==> config.mk <==
export PLATFORM = sky130hd
export DESIGN_NAME = cbp_multicycle_adder
export DESIGN_NICKNAME = d
export VERILOG_FILES = /design/src/rtl/cbp_multicycle_adder.sv
export SDC_FILE = /design/constraint.sdc
export NUM_CORES = 1
export LEC_CHECK = 0
export BUFFER_PORTS_ARGS = -buffer_cell sky130_fd_sc_hd__buf_4
export CORE_MARGIN = 8
export CORE_UTILIZATION = 30
export CTS_BUF_LIST = sky130_fd_sc_hd__clkbuf_4 sky130_fd_sc_hd__clkbuf_8 sky130_fd_sc_hd__clkbuf_16
export DETAILED_ROUTE_END_ITERATION = 16
export GPL_TIMING_DRIVEN = 0
export PLACE_DENSITY_LB_ADDON = 0.15
export SLEW_MARGIN = 5
export SYNTH_ARGS = -nofsm -noshare
export SYNTH_HDL_FRONTEND = slang
export SYNTH_HIERARCHICAL = 1
export SYNTH_SLANG_ARGS = --single-unit
==> constraint.sdc <==
create_clock -name clk -period 3.9 [get_ports clk]
set_input_delay 0.39 -clock clk [delete_from_list [all_inputs] [get_ports clk]]
set_output_delay 0.39 -clock clk [all_outputs]
set_load 0.05 [all_outputs]
==> src/rtl/cbp_multicycle_adder.sv <==
// rtl/cbp_multicycle_adder.sv - multi-cycle WIDTH-bit adder time-sharing one carry-bypass stage
// Slices are processed LSB first; the slice carry-out is registered and feeds the next slice.

module CarryBypassAdderStage #(
    parameter int NUM_BITS = 4
) (
    input  logic [NUM_BITS-1:0] A,
    input  logic [NUM_BITS-1:0] B,
    input  logic                Cin,
    output logic [NUM_BITS-1:0] Sum,
    output logic                Cout
);
    logic [NUM_BITS:0]   c;
    logic [NUM_BITS-1:0] p;

    always_comb begin
        c    = '0;
        p    = '0;
        Sum  = '0;
        c[0] = Cin;
        for (int i = 0; i < NUM_BITS; i++) begin
            p[i]   = A[i] ^ B[i];
            Sum[i] = p[i] ^ c[i];
            c[i+1] = (A[i] & B[i]) | (p[i] & c[i]);
        end
        // A fully propagating slice hands its carry-in straight through.
        Cout = (&p) ? Cin : c[NUM_BITS];
    end
endmodule

module cbp_multicycle_adder #(
    parameter int WIDTH      = 32,
    parameter int STAGE_BITS = 4
) (
    input  logic             clk,
    input  logic             rst,
    input  logic             in_valid,
    output logic             in_ready,
    input  logic [WIDTH-1:0] a,
    input  logic [WIDTH-1:0] b,
    input  logic             cin,
    output logic             out_valid,
    input  logic             out_ready,
    output logic [WIDTH-1:0] sum,
    output logic             cout,
    output logic             overflow
);
    localparam int NUM_SLICES = WIDTH / STAGE_BITS;
    localparam int IDX_W      = (NUM_SLICES > 1) ? $clog2(NUM_SLICES) : 1;
    localparam logic [IDX_W-1:0] LAST_IDX = IDX_W'(NUM_SLICES - 1);

    generate
        if ((WIDTH % STAGE_BITS) != 0 || WIDTH < STAGE_BITS) begin : g_bad_width
            $error("cbp_multicycle_adder: WIDTH must be a non-zero multiple of STAGE_BITS");
        end
    endgenerate

    typedef enum logic [1:0] {
        S_IDLE = 2'd0,
        S_RUN  = 2'd1,
        S_DONE = 2'd2
    } state_t;

    state_t           state_q;
    logic [WIDTH-1:0] a_q, b_q, work_q, work_d;
    logic [WIDTH-1:0] sum_q;
    logic             carry_q, cout_q, overflow_q;
    logic [IDX_W-1:0] idx_q;

    logic [STAGE_BITS-1:0] stage_a, stage_b, stage_sum;
    logic                  stage_cout;

    assign stage_a = a_q[idx_q*STAGE_BITS +: STAGE_BITS];
    assign stage_b = b_q[idx_q*STAGE_BITS +: STAGE_BITS];

    CarryBypassAdderStage #(.NUM_BITS(STAGE_BITS)) u_stage (
        .A    (stage_a),
        .B    (stage_b),
        .Cin  (carry_q),
        .Sum  (stage_sum),
        .Cout (stage_cout)
    );

    // Working value with the current slice merged in; on the last slice this is the full sum.
    always_comb begin
        work_d = work_q;
        work_d[idx_q*STAGE_BITS +: STAGE_BITS] = stage_sum;
    end

    always_ff @(posedge clk) begin
        if (rst) begin
            state_q    <= S_IDLE;
            a_q        <= '0;
            b_q        <= '0;
            work_q     <= '0;
            sum_q      <= '0;
            carry_q    <= 1'b0;
            cout_q     <= 1'b0;
            overflow_q <= 1'b0;
            idx_q      <= '0;
        end else begin
            case (state_q)
                S_IDLE: begin
                    if (in_valid) begin
                        a_q     <= a;
                        b_q     <= b;
                        carry_q <= cin;
                        idx_q   <= '0;
                        state_q <= S_RUN;
                    end
                end
                S_RUN: begin
                    work_q  <= work_d;
                    carry_q <= stage_cout;
                    if (idx_q == LAST_IDX) begin
                        sum_q      <= work_d;
                        cout_q     <= stage_cout;
                        overflow_q <= a_q[WIDTH-1] ^ b_q[WIDTH-1] ^ work_d[WIDTH-1] ^ stage_cout;
                        idx_q      <= '0;
                        state_q    <= S_DONE;
                    end else begin
                        idx_q <= idx_q + IDX_W'(1);
                    end
                end
                S_DONE: begin
                    if (out_ready) begin
                        state_q <= S_IDLE;
                    end
                end
                default: state_q <= S_IDLE;
            endcase
        end
    end

    assign in_ready  = (state_q == S_IDLE);
    assign out_valid = (state_q == S_DONE);
    assign sum       = sum_q;
    assign cout      = cout_q;
    assign overflow  = overflow_q;
endmodule

==> flow_metrics.py <==
metrics = {
    "run_status": {
        "outcome": "completed",
    },
    "floorplanning": {
        "placement_rows": 52,
        "chipHeight_um": 158,
        "die_area_mm2": 0.0251,
        "io_pins": 105,
        "initial_core_util_pct": 30.3,
        "core_area_mm2": 0.0200,
        "die_width_um": 158,
    },
    "placement": {
        "hpwlAfterDp_mm": 13.8,
        "port_buffers": 103,
        "postPlaceCellArea_mm2": 0.00721,
        "gp_congestion": 0.806,
    },
    "critical_path": {
        "critical_path_arrival_ps": 4070,
        "reg2reg_depth": 17,
        "crit_path_end_kind": "register",
        "critical_path.startpoint_type": "register",
        "path_max_fanout": 8,
        "worstPathRequired_ps": 4230,
        "crit_type": "reg2reg",
    },
    "logic_synthesis": {
        "synth.net_count": 800,
        "synth.area.top_cells": "sky130_fd_sc_hd__dfxtp_1, sky130_fd_sc_hd__nand2_1, sky130_fd_sc_hd__a21oi_1, sky130_fd_sc_hd__mux4_2, sky130_fd_sc_hd__mux2i_1",
        "simple_gate_portion_of_the_synthesized_area_pct": 21.8,
        "synth_compound_area_share_pct": 13.7,
        "netlist.top_cell.by_area": "sky130_fd_sc_hd__dfxtp_1",
        "synth_sequential_area_ratio_pct": 44.8,
        "synth-xor-area-share_pct": 0.288,
        "post_synth_fa_ha_maj_area_fraction_pct": 3.58,
        "syn_area_mm2": 0.00608,
        "netlist.area_leader.share_pct": 44.8,
        "synthMuxAreaShare_pct": 11.4,
        "yosys_synthesis_warning_count": 6,
        "synthCells": 716,
        "largest_family_of_logic_cells_by_synthesized_area": "simple AND/OR/NAND/NOR gates",
        "post_synth.cell_area_avg_um2": 8.49,
        "ys_seq_elements": 136,
        "synth_cell_type_count": 43,
    },
    "pwr": {
        "power.total_mw": 3.55,
        "worst_ir_drop_vdd_uv": 286,
        "static-leakage-power_nw": 3.14,
        "power.density_cell_area_mw_per_mm2": 439,
    },
    "timing": {
        "setup_violations": 0,
        "final_min_period_over_clock_period_pct": 95.7,
        "tns_ps": 0,
        "max_slew.worst_pin.slew_ps": 753,
        "worst_clock_skew_ps": 11.6,
        "report.final.slew_viol_count": 0,
        "holdWs_ps": 209,
        "hold_viol_final": 0,
        "maximum_clock_rate_ghz": 0.268,
        "max_slew_margin_pct": 49.7,
        "layout_min_cycle_time_ps": 3730,
    },
    "detailed_routing": {
        "routed-via-count": 5273,
        "routed_via_density": 4.62,
        "highest-signal-layer": "met4",
        "route.detailed.drc": 0,
        "met1Wirelength_mm": 8.86,
        "route.met2.wl_mm": 8.43,
        "wl_mm": 18.5,
        "met3RoutedLength_mm": 1.05,
        "detail-route-antenna-nets": 0,
        "total_iterations_of_the_first_detailed_routing_run": 4,
        "drt_first_iter_violations": 273,
        "drt-wirelength-per-cell_um": 16.2,
    },
    "clock_network": {
        "numCtsBuffers": 17,
        "cts_sinks": 136,
        "clkTransAtPathRegs_ps": 60,
        "latest_clock_arrival_within_the_worst_skew_pair_ps": 430,
        "cts_htree_levels": 4,
        "cts.root.buffer_cell": "sky130_fd_sc_hd__clkbuf_16",
        "clockBufferDepth": 2,
        "tritoncts_clock_tree": "done",
    },
    "grt": {
        "maximum_number_of_pins_on_one_net_before_global_route_repair": 17,
        "first_global_vias": 5306,
        "grt_first_pass_wirelength_mm": 29.0,
        "track_usage_pct": 15.1,
        "globalRoute.totalOverflow": 0,
        "antenna_found_initial": 0,
    },
    "cells_and_area": {
        "most-common-layout-cells": "sky130_fd_sc_hd__nand2_1, sky130_fd_sc_hd__dfxtp_1, sky130_fd_sc_hd__buf_4, sky130_fd_sc_hd__a21oi_1, sky130_fd_sc_hd__nor2_1",
        "layout-drive-gt1-share_pct": 24.6,
        "antenna-diode-count": 0,
        "final_cell_area_mm2": 0.00809,
        "flow.area_growth_from_synthesis_pct": 33.2,
        "most_common_cell_after_layout_fill_and_taps_aside": "sky130_fd_sc_hd__nand2_1",
        "final_nets": 943,
    },
    "flow_run": {
        "cap_viol_max_count": 0,
    },
    "hold_path": {
        "hold_path_class": "in2reg",
        "hold-path-cell-count": 3,
    },
}
[final timing paths]
kind                 start        to  slack (ps)
setup / recovery  idx_q[0]  overflow         170
hold / removal       a[15]   a_q[15]         210
setup reg to reg  idx_q[0]  overflow         170
hold reg to reg     b_q[4]    b_q[4]         450
[repair_timing]
action                                 in CTS  in global routing
pin swaps                                   1                  3
setup endpoints to repair                  21                  8
setup buffers                               4                 18
hold buffers                                0                  0
endpoints found under the hold margin       0                  0
resized for setup                          19                 16
[registers in the layout, indices dropped and copies added (netlist names)]
name / cells
work_q: 32
sum: 32
state_q: 2
idx_q: 3
a_q: 32
b_q: 32
carry_q: 1
cout: 1
overflow: 1
[final cells by class]
cell class,instances,area (µm²)
multi-input cells,514,3150
clock inverters,11,146
clock buffers,20,467
flip-flops and latches,136,2730
well taps,270,338
repair buffers,125,938
inverters,12,46.3
plain buffers,53,279
fillers,2145,11900
[power by group]
group / total, mW / switching [mW] / internal [mW]
logic: 0.415 / 0.233 / 0.182
clock network: 1.68 / 0.626 / 1.05
registers: 1.46 / 0.0236 / 1.43
[kinds of logic (layout without fill, tap and decap cells)]
logic type	count (synthesis)	after routing
multiplexers	49	49
AND/OR/NAND/NOR	305	305
adder cells (fa/ha/maj)	15	15
buffers and inverters	66	221
XOR/XNOR	2	2
flip-flops	136	136
AO/OA/AOI/OAI	143	143
[critical path, stage by stage (launching register included)]
cell and delay (ps):
sky130_fd_sc_hd__dfxtp_4 360, sky130_fd_sc_hd__buf_8 120, sky130_fd_sc_hd__buf_12 130, sky130_fd_sc_hd__mux4_2 540, sky130_fd_sc_hd__nand2_2 90, sky130_fd_sc_hd__nand2_2 60, sky130_fd_sc_hd__inv_2 60, sky130_fd_sc_hd__fa_1 160
sky130_fd_sc_hd__inv_1 50, sky130_fd_sc_hd__fa_2 330, sky130_fd_sc_hd__fa_2 340, sky130_fd_sc_hd__inv_2 60, sky130_fd_sc_hd__fa_1 430, sky130_fd_sc_hd__inv_2 90, sky130_fd_sc_hd__nor4bb_4 240, sky130_fd_sc_hd__nand2b_1 140
sky130_fd_sc_hd__and3_4 200, sky130_fd_sc_hd__o41ai_4 260
[per-stage QoR]
| step | instances | setup WS [ps] | utilization, % |
|---|---|---|---|
| final | 1141 | 167 | 40.4 |
| after global routing | 1141 | -9.63 | 40.4 |
| after CTS | 1123 | 2.25 | 39.5 |
| after detailed placement | 1089 | -647 | 36.0 |
| after global placement | 1089 | -681 | 36.0 |
| after floorplan | 716 | 29.7 | - |
[synthesized netlist by cell type, drive strengths merged]
| master | instances |
|---|---|
| nand2 | 178 |
| dfxtp | 136 |
| a21oi | 87 |
| nor2 | 72 |
| clkbuf | 35 |
| mux2i | 33 |
| a211oi | 24 |
| nor3 | 22 |
| buf | 19 |
| o21ai | 17 |
| mux4 | 16 |
| ha | 11 |
| inv | 11 |
| nand2b | 10 |
| a311oi | 8 |
| nand3 | 8 |
| fa | 4 |
| nor3b | 3 |
| nor4b | 3 |
| o311ai | 3 |
| and2 | 2 |
| nand3b | 2 |
| a22oi | 1 |
| a31oi | 1 |
| and2b | 1 |
| and3 | 1 |
| clkinv | 1 |
| nand4 | 1 |
| nor2b | 1 |
| nor4bb | 1 |
| o211ai | 1 |
| o41ai | 1 |
| xnor2 | 1 |
| xor2 | 1 |
[per-layer routing]
layer | vias up | global-route usage (%)
met4 | 0 | 4.40
met1 | 2419 | 19.7
met5 | - | 0
met2 | 109 | 24.1
li1 | 2732 | -
met3 | 13 | 4.15
(Power assumes the default switching activity.)
